File: src/rtl/wb_stage_pkg.sv
// Shared writeback-stage types and defaults for the register-file write port arbiter.
package wb_stage_pkg;

  localparam int WB_DEPTH_DEF        = 2;
  localparam int WB_STARVE_LIMIT_DEF = 4;

  typedef struct packed {
    logic [31:0] wb_data;
    logic [4:0]  wb_rd;
    logic        wb_en;
  } wb_stage_out_t;

  // One buffered long-latency (mul/div) result waiting for the write port.
  typedef struct packed {
    logic [4:0]  rd;
    logic [31:0] data;
  } wb_res_entry_t;

endpackage

File: src/rtl/wb_res_fifo.sv
// In-order result buffer: registered count drives full/empty, no pass-through.
module wb_res_fifo
  import wb_stage_pkg::*;
#(
  parameter int DEPTH = WB_DEPTH_DEF
) (
  input  logic                  clk,
  input  logic                  rst,
  input  logic                  push,
  input  wb_res_entry_t         push_entry,
  input  logic                  pop,
  output logic                  full,
  output logic                  empty,
  output wb_res_entry_t         head,
  output logic [DEPTH-1:0]      occ,
  output logic [DEPTH-1:0][4:0] slot_rd
);

  localparam int AW = (DEPTH > 1) ? $clog2(DEPTH) : 1;
  localparam int CW = $clog2(DEPTH + 1);

  logic [AW-1:0] wr_ptr;
  logic [AW-1:0] rd_ptr;
  logic [CW-1:0] count;
  wb_res_entry_t mem [DEPTH];
  logic          do_push;
  logic          do_pop;

  assign full    = (count == CW'(DEPTH));
  assign empty   = (count == '0);
  assign do_push = push && !full;
  assign do_pop  = pop && !empty;
  assign head    = mem[rd_ptr];

  // Control state: pointers wrap naturally because DEPTH is a power of two.
  always_ff @(posedge clk) begin
    if (rst) begin
      wr_ptr <= '0;
      rd_ptr <= '0;
      count  <= '0;
      occ    <= '0;
    end else begin
      if (do_push) begin
        wr_ptr      <= wr_ptr + AW'(1);
        occ[wr_ptr] <= 1'b1;
      end
      if (do_pop) begin
        rd_ptr      <= rd_ptr + AW'(1);
        occ[rd_ptr] <= 1'b0;
      end
      case ({do_push, do_pop})
        2'b10:   count <= count + CW'(1);
        2'b01:   count <= count - CW'(1);
        default: count <= count;
      endcase
    end
  end

  // Entry storage carries no reset; validity is tracked by occ alone.
  always_ff @(posedge clk) begin
    if (do_push) mem[wr_ptr] <= push_entry;
  end

  // Expose each slot's destination so the owner can build a hazard mask.
  always_comb begin
    for (int i = 0; i < DEPTH; i++) slot_rd[i] = mem[i].rd;
  end

endmodule

File: src/rtl/wb_port_arbiter.sv
// Shares the single register-file write port between the pipeline and buffered mul/div results.
module wb_port_arbiter
  import wb_stage_pkg::*;
#(
  parameter int DEPTH        = WB_DEPTH_DEF,
  parameter int STARVE_LIMIT = WB_STARVE_LIMIT_DEF
) (
  input  logic          clk,
  input  logic          rst,
  input  wb_stage_out_t wb_in,
  input  logic          md_valid,
  input  logic [4:0]    md_rd,
  input  logic [31:0]   md_data,
  output logic          md_ready,
  output logic          rf_we,
  output logic [4:0]    rf_waddr,
  output logic [31:0]   rf_wdata,
  output logic          wb_hold,
  output logic [31:0]   pend_mask
);

  localparam logic [3:0] LIMIT = 4'(STARVE_LIMIT);

  logic                  fifo_full;
  logic                  fifo_empty;
  logic                  fifo_push;
  logic                  head_grant;
  logic                  pipe_eff;
  wb_res_entry_t         fifo_head;
  wb_res_entry_t         push_entry;
  logic [DEPTH-1:0]      occ;
  logic [DEPTH-1:0][4:0] slot_rd;
  logic [3:0]            starve_cnt;

  assign md_ready   = !fifo_full;
  // Results for x0 are handshaken but never stored.
  assign fifo_push  = md_valid && md_ready && (md_rd != 5'd0);
  assign push_entry = '{rd: md_rd, data: md_data};
  assign pipe_eff   = wb_in.wb_en && (wb_in.wb_rd != 5'd0);
  assign head_grant = !pipe_eff && !fifo_empty;
  assign wb_hold    = (starve_cnt == LIMIT);

  wb_res_fifo #(.DEPTH(DEPTH)) u_fifo (
    .clk        (clk),
    .rst        (rst),
    .push       (fifo_push),
    .push_entry (push_entry),
    .pop        (head_grant),
    .full       (fifo_full),
    .empty      (fifo_empty),
    .head       (fifo_head),
    .occ        (occ),
    .slot_rd    (slot_rd)
  );

  // Port mux: the pipeline always wins; the buffer head only fills idle slots.
  always_comb begin
    rf_we    = 1'b0;
    rf_waddr = 5'd0;
    rf_wdata = 32'd0;
    if (pipe_eff) begin
      rf_we    = 1'b1;
      rf_waddr = wb_in.wb_rd;
      rf_wdata = wb_in.wb_data;
    end else if (head_grant) begin
      rf_we    = 1'b1;
      rf_waddr = fifo_head.rd;
      rf_wdata = fifo_head.data;
    end
  end

  // Count consecutive cycles the waiting head lost the port, saturating at the limit.
  always_ff @(posedge clk) begin
    if (rst || fifo_empty || head_grant) begin
      starve_cnt <= 4'd0;
    end else if (starve_cnt != LIMIT) begin
      starve_cnt <= starve_cnt + 4'd1;
    end
  end

  // Hazard mask: one bit per destination still waiting in the buffer.
  always_comb begin
    pend_mask = 32'd0;
    for (int i = 0; i < DEPTH; i++) begin
      if (occ[i]) pend_mask[slot_rd[i]] = 1'b1;
    end
    pend_mask[0] = 1'b0;
  end

endmodule
File: config.mk
export PLATFORM = sky130hd
export DESIGN_NAME = wb_port_arbiter
export DESIGN_NICKNAME = d
export VERILOG_FILES = /design/src/rtl/wb_stage_pkg.sv /design/src/rtl/wb_res_fifo.sv /design/src/rtl/wb_port_arbiter.sv
export SDC_FILE = /design/constraint.sdc
export NUM_CORES = 1
export LEC_CHECK = 0
export CAP_MARGIN = 20
export CELL_PAD_IN_SITES_DETAIL_PLACEMENT = 0
export CELL_PAD_IN_SITES_GLOBAL_PLACEMENT = 1
export CORE_MARGIN = 2
export CORE_UTILIZATION = 36
export CTS_BUF_LIST = sky130_fd_sc_hd__clkbuf_4 sky130_fd_sc_hd__clkbuf_8
export CTS_CLUSTER_SIZE = 12
export DETAILED_ROUTE_END_ITERATION = 6
export GPL_TIMING_DRIVEN = 0
export HOLD_SLACK_MARGIN = 0.08
export PLACE_DENSITY = 0.88
export SLEW_MARGIN = 10
export SYNTH_ARGS = -nofsm -noshare
export SYNTH_HDL_FRONTEND = slang
export SYNTH_HIERARCHICAL = 1
export SYNTH_SLANG_ARGS = --single-unit
File: constraint.sdc
create_clock -name clk -period 3.74 [get_ports clk]
set_clock_uncertainty 0.05 [all_clocks]
set_input_delay 1.122 -clock clk [delete_from_list [all_inputs] [get_ports clk]]
set_output_delay 1.122 -clock clk [all_outputs]
set_load 0.02 [all_outputs]
Yosys cells after proc, flatten, opt, wreduce, memory -nomap -nowiden
Memories as Yosys holds them, arrays and structs flattened. A register that Yosys moved wholly into a read port is not among the register bits.
Index checks and enable logic that the tools add are counted.
Widths: inputs -> output; s select.

operators by class
  muxes and demuxes = 24
  $add $sub $neg = 5
  bitwise logic cells = 4
  order comparisons = 8
  reduce and logical (&&, ||, !) cells = 19
  equality and inequality tests = 5

operators by type and width
  operator             count
  $mux 32              4
  $or 32x32->32        1
  $lt 5x6->1 const B   2
  $demux 1 s5          2
  $ge 5x1->1 const B   2
  $logic_and 1x1->1    10
  $mux 1               10
  $mux 5               2
  $reduce_bool 5->1    2
  $mux 2               3
  $add 4x1->4 const B  1
  $eq 2x2->1 const B   2
  $eq 4x3->1 const B   1
  $lt 1x2->1 const B   2
  $ne 4x3->1 const B   1
  $pmux 2 s2           1
  $logic_not 1->1      3
  $add 1x1->1 const B  2
  $add 2x1->2 const B  1
  $and 2x2->2          1
  $demux 1 s1          2
  $eq 2x1->1 const B   1
  $ge 1x1->1 const B   2
  $logic_not 2->1      1
  5 further kinds      6

storage, ports and cells
  logic and storage cells = 71
  memory bits (writable) = 74
  memories kept = 1
  input port bits = 78
  output and inout port bits = 72
  register bits = 10

memory list
  memory      depth  bits a word  rd ports  clocked after memory_dff  wr ports  line               source
  u_fifo.mem  2      37           3         1                         1         wb_res_fifo.sv:25  wb_res_entry_t mem [DEPTH];

Logic depth before layout (Yosys ltp)
Gate-level depths: netlist of run 1.

  depth in word-level cells = 9
  depth in mapped cells = 9
  depth with buffers taken out = 9

Cells and area by module
The synthesis of run 1 kept the hierarchy.

by module, submodules not included
  module           cells an instance  area each (um^2)  sequential area each (um^2)  times used
  wb_res_fifo      158                3037.9            2362.3                       1
  wb_port_arbiter  208                1313.8            80.1                         1

Least setup slack after synthesis of run 1
OpenSTA, ideal clock, no wires.

  path kind = in2out
  start = input wb_in[1] (netlist bit)
  end = output rf_wdata[22]
  required time = 2.568 ns
  stages on the path = 4
  buffers on the path = 1
  arrival = 2.605 ns
  setup slack = -0.037 ns
  path through = or4_4 > o21a_4 > buf_6 > o32ai_1

on the way
  longest elaborated chain between the ends = 6

RTL lines
  what                   line                   source
  start, declared        wb_port_arbiter.sv:10  input wb_stage_out_t wb_in,
  $reduce_bool 5->1 (*)  wb_port_arbiter.sv:39  assign pipe_eff = wb_in.wb_en && (wb_in.wb_rd != 5'd0);
  $logic_and 1x1->1 (*)  wb_port_arbiter.sv:39
  $logic_not 1->1        wb_port_arbiter.sv:40  assign head_grant = !pipe_eff && !fifo_empty;
  $logic_and 1x1->1      wb_port_arbiter.sv:40
  $mux 32                wb_port_arbiter.sv:65  end else if (head_grant) begin
  $mux 32 (*)            wb_port_arbiter.sv:61  if (pipe_eff) begin
  end, declared          wb_port_arbiter.sv:17  output logic [31:0] rf_wdata,

Mark *: on every way between the ends. The rest lies on a longest branch, timed or not.

Worst setup path in the final report of run 1
  start = input wb_in[4] (netlist bit)
  end = output rf_wdata[10]

Same word-level chain as after synthesis.

==> flow_metrics.env, run 1 <==
export IMPL_status="finished, violations left"
export IMPL_violations="setup timing"
export IMPL_synth_commonest_cells="74 x edfxtp_1, 41 x inv_1, 37 x mux2_2, 37 x nand2_1, 32 x o32ai_1"
export IMPL_initial_utilization=0.365
export IMPL_synth_top_area_share=0.511
export IMPL_avgViaCountPerCell=5.32
export IMPL_drc=0
export IMPL_htree_levels=3
export IMPL_num_vias=3657
export IMPL_synthArstFlopShare=0
export IMPL_yosysMostFrequentCell="edfxtp_1"
export IMPL_p_leak_nw=2.46
export IMPL_hold_class="reg -> reg"
export IMPL_clock_path_buffers=2
export IMPL_ys_types=37
export IMPL_first_pass_iters=4
export IMPL_ir_drop_mv=0.237
export IMPL_grt_usage=0.182
export IMPL_overflow=0
export IMPL_max_freq_ghz=0.257
export IMPL_wl_mm=12.5
export IMPL_synth_warnings=6
export IMPL_fillCellCount=983
export IMPL_stdcell_count=687
export IMPL_ys_ff_latch=85
export IMPL_layout_nets=616
export IMPL_power_density_nw_per_um2=489
export IMPL_total_power_mw=3.34
export IMPL_period_share=1.04
export IMPL_hold_viol=0
export IMPL_multiInputGateArea_sq_um=2000
export IMPL_syn2layout_area_growth_pct=56.9
export IMPL_worst_setup_path_start_kind="primary input"
export IMPL_tightestPinTransition_ns=0.948
export IMPL_cp_data_arrival_time_ns=2.72
export IMPL_final_max_slew_viol_count=0
export IMPL_worst_slack_ns=-0.149
export IMPL_dpl_instance_area_sq_um=6050
export IMPL_cts_sinks=85
export IMPL_synth_cells=366
export IMPL_diodes=0
export IMPL_dp_cells=662
export IMPL_ant_nets=0
export IMPL_maxSlewHeadroom=0.368
export IMPL_tritoncts="done"
export IMPL_num_rows=40
export IMPL_first_iter_violations=251
export IMPL_synth_seq_area_share=0.561
export IMPL_ys_flop_type="edfxtp_1"
export IMPL_crit_type="in -> out"
export IMPL_clk_pin_slew_ns=0.07
export IMPL_cts_buffers=9
export IMPL_die_x_um=114
export IMPL_grt_max_degree=38
export IMPL_regArea_sq_um=2440
export IMPL_layout_drive_gt1_share=0.320
export IMPL_core_area_sq_um=11900
export IMPL_fin_tns_setup_ns=-3.18
export IMPL_rsz0062_at_grt="yes"
export IMPL_synth_area_leaders="edfxtp_1 51%, mux2_2 9.6%, o32ai_1 6.4%"
export IMPL_cts_root_buf="clkbuf_8"
export IMPL_gp_congestion=0.856
export IMPL_setup_viol=31
export IMPL_clock_latency_ns=0.35
export IMPL_crit_path_max_fanout=5
export IMPL_cp_required_ns=2.57
export IMPL_io_buffers=148
export IMPL_detailed_place_hpwl_mm=8.62
export IMPL_antenna_found_initial=0
export IMPL_drt_wirelength_per_cell_um=18.2
export IMPL_grt_pass1_wl_mm=18.4
export IMPL_critPathCaptureType="primary output"
export IMPL_fin_area_sq_um=6830
export IMPL_post_route_min_period_ns=3.89
export IMPL_max_cap_viol_count=0
export IMPL_yosysTopAreaCell="edfxtp_1"
export IMPL_grt_pass1_vias=3700
export IMPL_syn_area_per_cell_sq_um=11.9
export IMPL_die_h_um=114
export IMPL_synth_edf_count=74
export IMPL_syn_nets=447
export IMPL_synth_cell_area_sq_um=4350
export IMPL_io_pins=150
export IMPL_post_route_util=0.573
export IMPL_dieArea_sq_um=13000
[power breakdown]
part	switching [mW]	total, mW	internal, mW	leakage [nW]
Clock	0.308	0.549	0.240	0.0843
Sequential	0.0589	1.28	1.22	0.780
Combinational	0.860	1.51	0.646	1.59
Total	1.23	3.34	2.11	2.46
[routing by layer]
layer,GRT usage,up-vias,part of all wire
li1,-,1732,-
met1,0.201,1777,0.40
met2,0.346,133,0.54
met3,0.0303,15,0.048
met4,0.0691,0,0.014
met5,0,-,0
[logic make-up (layout without fill, tap and decap cells)]
kind of cell,count (synthesis),in the layout,share of synthesized area
and+or+nand+nor,79,79,0.0952
DFF,85,85,0.561
muxes,39,39,0.100
adders and majority gates,3,3,0.00863
buffers and inverters,73,247,0.0796
AOI/OAI and AO/OA,81,81,0.144
other,1,1,0.000862
xor gates and xnor gates,5,5,0.0101
[metrics by stage]
step	hold slack, ns	setup WS [ns]
4_1_cts	0.450	-0.175
3_5_place_dp	0.440	-0.984
2_1_floorplan	0.406	-0.0369
6_report	0.447	-0.149
5_1_grt	0.492	-0.179
3_3_place_gp	0.422	-0.963
[final cells by class]
type | count | share of cell area
Clock buffer | 10 | 0.0192
Sequential cell | 85 | 0.358
Buffer | 31 | 0.0385
Tap cell | 147 | 0.0269
Clock inverter | 6 | 0.00440
Multi-Input combinational cell | 208 | 0.293
Timing Repair Buffer | 158 | 0.237
Inverter | 42 | 0.0231
[sequential cells by signal, indices dropped and copies added (netlist names), named ones only]
signal         flops
starve_cnt         4
u_fifo/occ         2
u_fifo/mem        74
u_fifo/count       2
u_fifo/rd_ptr      1
u_fifo/wr_ptr      1
[cells in the final DEF, fill, tap and decap left out, drive strengths merged, types with 2 or more instances in the layout]
cell and count:
mux2 37, nor4 3, xnor2 4, inv 42, or3 5, o21a 3, clkinv 5, nand3b 11
o32ai 32, dlygate4sd2 3, nand3 5, mux2i 2, dfxtp 11, clkdlybuf4s50 104, ha 3, nor2 9
edfxtp 74, buf 68, o22ai 31, or3b 6, nand2 37, clkbuf 23, o21ai 3, a21oi 3
a32o 5
[repair_timing]
item | in CTS | in global routing
resized for setup | 278 | 46
pin swaps | 8 | 3
gates cloned | 1 | 2
setup endpoints to repair | 38 | 33
buffers inserted | 5 | 1
hold buffers | 0 | 0
[final timing paths]
check             cells past startpoint  slack [ns]                     endpoint                         start
hold reg to reg                       2        0.45     u_fifo/occ[0]$_SDFF_PP0_    u_fifo/rd_ptr$_SDFFE_PP0P_
setup / recovery                      7       -0.15                 rf_wdata[10]                      wb_in[4]
hold / removal                        2        0.45     u_fifo/occ[0]$_SDFF_PP0_    u_fifo/rd_ptr$_SDFFE_PP0P_
setup reg to reg                      7        1.22  u_fifo/mem[0][14]$_DFFE_PP_  u_fifo/count[0]$_SDFFE_PP0P_
[critical path, cell delays in order]
cell and delay [ns]:
buf_6 0.09, or4_4 0.55, o21a_4 0.24, buf_12 0.14, buf_16 0.14, o32ai_2 0.24
buf_4 0.19
(Power assumes the default switching activity.)
==> run 2, diff against run 1 <==
--- a/constraint.sdc
+++ b/constraint.sdc
@@ -3,3 +3,3 @@
 set_input_delay 1.122 -clock clk [delete_from_list [all_inputs] [get_ports clk]]
 set_output_delay 1.122 -clock clk [all_outputs]
-set_load 0.02 [all_outputs]
+set_load 0.05 [all_outputs]
==> run 2 against run 1 <==
Effect of this change: the flow still finishes with violations (setup timing); core utilization increased by 3.2 points; sequential power is essentially flat; critical path depth shrank 1; clock power fell by 4.4%; via count grew 2.6%; combinational power rose by 28%; non-clock buffer count up 13; total power is 12% higher; routed wire length up 3.5%; cell area up 5.7%; clock-buffer cell count unchanged.
==> flow_metrics.env, run 2 (synthesized netlist as in run 1, its figures left out) <==
export IMPL_status="finished, violations left"
export IMPL_violations="setup timing"
export IMPL_fin_tns_setup_ns=-5.63
export IMPL_io_buffers=148
export IMPL_met3_length_um=717
export IMPL_cts_buffers=9
export IMPL_avgViaCountPerCell=5.38
export IMPL_regMostFlops="u_fifo/mem"
export IMPL_cp_required_ns=2.57
export IMPL_grt_pass1_wl_mm=19.9
export IMPL_grt_max_degree=23
export IMPL_htree_levels=3
export IMPL_largest_reg_flops=74
export IMPL_maxSlewHeadroom=0.267
export IMPL_worst_slack_ns=-0.212
export IMPL_layout_nets=629
export IMPL_final_max_slew_viol_count=0
export IMPL_crit_type="in -> out"
export IMPL_fin_area_sq_um=7210
export IMPL_first_pass_iters=4
export IMPL_diodes=0
export IMPL_wl_mm=12.9
export IMPL_dpl_instance_area_sq_um=6310
export IMPL_gp_congestion=0.846
export IMPL_crit_slowest_cell="clkdlybuf4s50_1"
export IMPL_stdcell_count=698
export IMPL_layout_common_cells="98 x clkdlybuf4s50_1, 74 x edfxtp_1, 40 x inv_1"
export IMPL_antenna_found_initial=0
export IMPL_cp_data_arrival_time_ns=2.78
export IMPL_die_h_um=114
export IMPL_core_area_sq_um=11900
export IMPL_ir_drop_mv=0.307
export IMPL_dp_cells=663
export IMPL_detailed_place_hpwl_mm=9.14
export IMPL_power_density_nw_per_um2=519
export IMPL_ant_nets=0
export IMPL_grt_pass1_vias=3957
export IMPL_clock_latency_ns=0.34
export IMPL_drt_wirelength_per_cell_um=18.5
export IMPL_overflow=0
export IMPL_num_vias=3753
export IMPL_hold_class="reg -> reg"
export IMPL_crit_path_max_fanout=5
export IMPL_dpl_worst_slack_ns=-1.28
export IMPL_rsz0062_at_grt="yes"
export IMPL_layout_drive_gt1_share=0.341
export IMPL_final_common_cell="clkdlybuf4s50_1"
export IMPL_met2_length_mm=7.01
export IMPL_initial_utilization=0.365
export IMPL_tightestPinTransition_ns=1.10
export IMPL_grt_usage=0.199
export IMPL_crit_path_max_incr_delay_ns=0.59
export IMPL_dieArea_sq_um=13000
export IMPL_cts_sinks=85
export IMPL_worstReg2RegStart="u_fifo/count[0]$_SDFFE_PP0P_"
export IMPL_hold_start="u_fifo/wr_ptr$_SDFFE_PP0N_"
export IMPL_syn2layout_area_growth_pct=65.8
export IMPL_drc=0
export IMPL_hold_viol=0
export IMPL_max_cap_viol_count=0
export IMPL_first_iter_violations=318
export IMPL_cts_root_buf="clkbuf_8"
export IMPL_die_x_um=114
export IMPL_io_pins=150
export IMPL_total_power_mw=3.74
export IMPL_startpoint="wb_in[5]"
export IMPL_largest_registers="u_fifo/mem: 74 flops, starve_cnt: 4 flops"
export IMPL_p_leak_nw=2.62
export IMPL_wl_met1_mm=4.98
export IMPL_clk_pin_slew_ns=0.07
export IMPL_crit_path_cell_trace="clkdlybuf4s50_1 > o21a_4 > buf_4 > buf_16 > o32ai_4 > buf_6"
export IMPL_setup_viol=32
export IMPL_routed_top_layer="met4"
export IMPL_tritoncts="done"
export IMPL_critPathCaptureType="primary output"
export IMPL_period_share=1.06
export IMPL_worst_setup_path_start_kind="primary input"
export IMPL_clock_path_buffers=2
export IMPL_post_route_min_period_ns=3.95
export IMPL_num_rows=40
export IMPL_max_freq_ghz=0.253
==> run 2: final cells by class <==
class	count	area (sq um)
Buffer	31	275
Clock buffer	10	131
Clock inverter	4	17.5
Fill cell	956	4700
Inverter	42	158
Multi-Input combinational cell	208	2170
Sequential cell	85	2440
Tap cell	147	184
Timing Repair Buffer	171	1840
==> run 2: path summary, 6_finish.rpt <==
| path | end | slack, ns | cells past startpoint |
|---|---|---|---|
| max | rf_wdata[2] | -0.21 | 6 |
| max reg2reg | u_fifo/count[1]$_SDFFE_PP0P_ | 1.16 | 7 |
| min reg2reg | u_fifo/wr_ptr$_SDFFE_PP0N_ | 0.47 | 2 |
| min | u_fifo/wr_ptr$_SDFFE_PP0N_ | 0.47 | 2 |
==> run 2: power by group <==
part / internal, mW / switching (mW) / total, mW
Combinational: 0.744 / 1.19 / 1.93
Clock: 0.235 / 0.291 / 0.525
Sequential: 1.22 / 0.0611 / 1.28
Total: 2.20 / 1.54 / 3.74
==> run 2: stage by stage <==
stage | hold WS [ns] | utilization
after floorplan | 0.406 | -
after global placement | 0.422 | 0.525
after detailed placement | 0.446 | 0.530
after CTS | 0.458 | 0.599
after global routing | 0.497 | 0.606
final | 0.470 | 0.606
==> run 2: routing by layer <==
layer | up-vias | GRT usage
met5 | - | 0
met3 | 19 | 0.0313
met1 | 1835 | 0.222
met4 | 0 | 0.0780
met2 | 133 | 0.376
li1 | 1766 | -
==> run 2: repair_timing <==
item | 4_1_cts | 5_1_grt
pin swaps | 4 | 5
buffers inserted | 13 | 4
hold buffers | 0 | 0
endpoints found under the setup margin | 45 | 36
gates cloned | 4 | 1
gates resized for setup | 338 | 11
==> run 2: critical path: cells and delay by family <==
kind | cells | cell delay [ns]
buffers and inverters | 4 | 1.09
AO/OA/AOI/OAI | 2 | 0.55
==> run 3, diff against run 2 <==
CORE_ASPECT_RATIO = 1.4   (was default)
==> run 3 against run 2 <==
Effect of this change: the run still ends with setup timing left; core utilization increased by 0.40 points; fmax decreased by 0.32%; critical path depth increased by 1; worst setup slack got worse by 0.013 ns; clock-buffer cell count decreased by 1; cell area decreased by 0.10%; total power increased by 3.8%; hold slack got worse by 0.019 ns; clock power increased by 23%; die area about the same; highest routed layer unchanged.
==> flow_metrics.env, run 3 (synthesized netlist as in run 1, its figures left out) <==
export IMPL_status="finished, violations left"
export IMPL_violations="setup timing"
export IMPL_hold_class="reg -> reg"
export IMPL_multiInputGateArea_sq_um=2170
export IMPL_crit_path_cell_trace="buf_8 > or4_4 > o21a_4 > buf_8 > buf_16 > o32ai_4 > buf_6"
export IMPL_clk_pin_slew_ns=0.08
export IMPL_worst_setup_path_start_kind="primary input"
export IMPL_ant_nets=0
export IMPL_crit_path_max_fanout=5
export IMPL_gp_congestion=0.882
export IMPL_grt_usage=0.205
export IMPL_holdPathEnd="u_fifo/occ[0]$_SDFF_PP0_"
export IMPL_die_x_um=96.9
export IMPL_cp_required_ns=2.57
export IMPL_crit_path_max_incr_delay_ns=0.58
export IMPL_htree_levels=3
export IMPL_drc=0
export IMPL_largest_reg_flops=74
export IMPL_met3_usage=0.0386
export IMPL_hold_start="u_fifo/rd_ptr$_SDFFE_PP0P_"
export IMPL_holdWs_ns=0.451
export IMPL_tightestPinTransition_ns=0.787
export IMPL_r2r_cells=7
export IMPL_dieArea_sq_um=13000
export IMPL_avgViaCountPerCell=5.28
export IMPL_cp_num_buf_inv=4
export IMPL_p_leak_nw=2.61
export IMPL_diodes=0
export IMPL_antenna_found_initial=0
export IMPL_cts_sinks=85
export IMPL_final_max_slew_viol_count=0
export IMPL_wl_mm=13.1
export IMPL_core_area_sq_um=11800
export IMPL_setup_viol=33
export IMPL_detailed_place_hpwl_mm=9.28
export IMPL_dpl_worst_slack_ns=-1.32
export IMPL_grt_pass1_vias=4054
export IMPL_period_share=1.06
export IMPL_max_freq_ghz=0.252
export IMPL_grt_util_met2=0.399
export IMPL_final_common_cell="clkdlybuf4s50_1"
export IMPL_io_buffers=148
export IMPL_worstReg2RegStart="u_fifo/count[1]$_SDFFE_PP0P_"
export IMPL_first_iter_violations=152
export IMPL_dp_cells=663
export IMPL_worst_slack_ns=-0.225
export IMPL_layout_common_cells="97 x clkdlybuf4s50_1, 74 x edfxtp_1, 40 x inv_1, 37 x nand2_1, 37 x mux2_2"
export IMPL_syn2layout_area_growth_pct=65.6
export IMPL_crit_type="in -> out"
export IMPL_ctsHoldBuffers=0
export IMPL_ir_drop_mv=0.407
export IMPL_post_route_util=0.610
export IMPL_timing_rr_end="u_fifo/count[1]$_SDFFE_PP0P_"
export IMPL_first_pass_iters=4
export IMPL_cts_buffers=9
export IMPL_crit_slowest_cell="or4_4"
export IMPL_path_delay_family="buffers and inverters"
export IMPL_use_met1=0.205
export IMPL_post_route_min_period_ns=3.96
export IMPL_regArea_sq_um=2440
export IMPL_fillCellCount=913
export IMPL_regMostFlops="u_fifo/mem"
export IMPL_layout_nets=625
export IMPL_worst_r2r_setup_slack_ns=1.20
export IMPL_die_h_um=134
export IMPL_min_path_cells=2
export IMPL_hold_viol=0
export IMPL_maxSlewHeadroom=0.475
export IMPL_cts_root_buf="clkbuf_8"
export IMPL_num_vias=3676
export IMPL_clock_latency_ns=0.36
export IMPL_stdcell_count=696
export IMPL_clock_path_buffers=2
export IMPL_initial_utilization=0.368
export IMPL_overflow=0
export IMPL_max_cap_viol_count=0
export IMPL_num_rows=47
export IMPL_layout_drive_gt1_share=0.341
export IMPL_dpl_instance_area_sq_um=6300
export IMPL_tritoncts="done"
export IMPL_fin_area_sq_um=7210
export IMPL_largest_registers="u_fifo/mem: 74 flops, starve_cnt: 4 flops"
export IMPL_worst_path_stages=7
export IMPL_rsz0062_at_grt="yes"
export IMPL_drt_wirelength_per_cell_um=18.8
export IMPL_io_pins=150
export IMPL_critPathCaptureType="primary output"
export IMPL_power_density_nw_per_um2=539
export IMPL_grt_max_degree=32
export IMPL_crit_top_cell="buf_8"
export IMPL_busiest_layer="met2"
export IMPL_grt_pass1_wl_mm=20.6
export IMPL_cp_data_arrival_time_ns=2.79
-- run 3: cell count changes in the layout (fill, tap and decap cells not counted), moves of 2 or more --
cell / delta
buf_4: -4
clkinv_1: -2
clkinvlp_4: +3
buf_8: +4
buf_6: -2
bufbuf_16: -2
buf_12: +2
-- run 3: routing by layer --
layer	vias up	wire, um
met3	33	550
met2	133	7380
met5	-	0
li1	1752	-
met4	0	481
met1	1758	4670
-- run 3: layout make-up --
| cell class | count | area share |
|---|---|---|
| sequential | 85 | 0.339 |
| multi-input combinational | 208 | 0.301 |
| timing repair buffer | 167 | 0.249 |
| buffer | 31 | 0.0358 |
| tap | 147 | 0.0255 |
| inverter | 42 | 0.0219 |
| clock buffer | 9 | 0.0172 |
| clock inverter | 7 | 0.0104 |
-- run 3: where the power goes --
| part | switching [mW] | internal (mW) |
|---|---|---|
| registers | 0.0592 | 1.22 |
| clock network | 0.335 | 0.310 |
| logic | 1.20 | 0.760 |
-- run 3: worst reg2reg max path: cells and delay by family, from the launching register on --
| family | cells | cell delay, ns |
|---|---|---|
| adder cells (fa/ha/maj) | 1 | 0.36 |
| AND/OR/NAND/NOR | 3 | 0.70 |
| flip-flops | 1 | 0.35 |
| buffers and inverters | 1 | 0.63 |
| AO/OA/AOI/OAI | 2 | 0.38 |
-- run 3: timing repair --
item / 4_1_cts / 5_1_grt
resized for setup: 335 / 12
pin swaps: 7 / 7
gates cloned: 4 / 0
buffers inserted: 12 / 2
setup endpoints to repair: 45 / 39
-- run 3: how the worst max path moves through the flow --
stage / startpoint / to / slack, ns
floorplan: wb_in[1] / rf_wdata[10] / -0.20
global placement: wb_in[1] / rf_wdata[17] / -1.33
detailed placement: wb_in[1] / rf_wdata[8] / -1.32
CTS: wb_in[4] / rf_wdata[6] / -0.25
global route: wb_in[2] / rf_wdata[19] / -0.26
finish: wb_in[2] / rf_wdata[10] / -0.22
-- run 3: through the flow --
step                setup TNS [ns]  total power, mW
floorplan                    -5.98             2.42
finish                       -5.96             3.89
global placement            -64.46             2.91
CTS                          -6.21             3.85
detailed placement          -46.93             2.96
global route                 -7.27             4.07
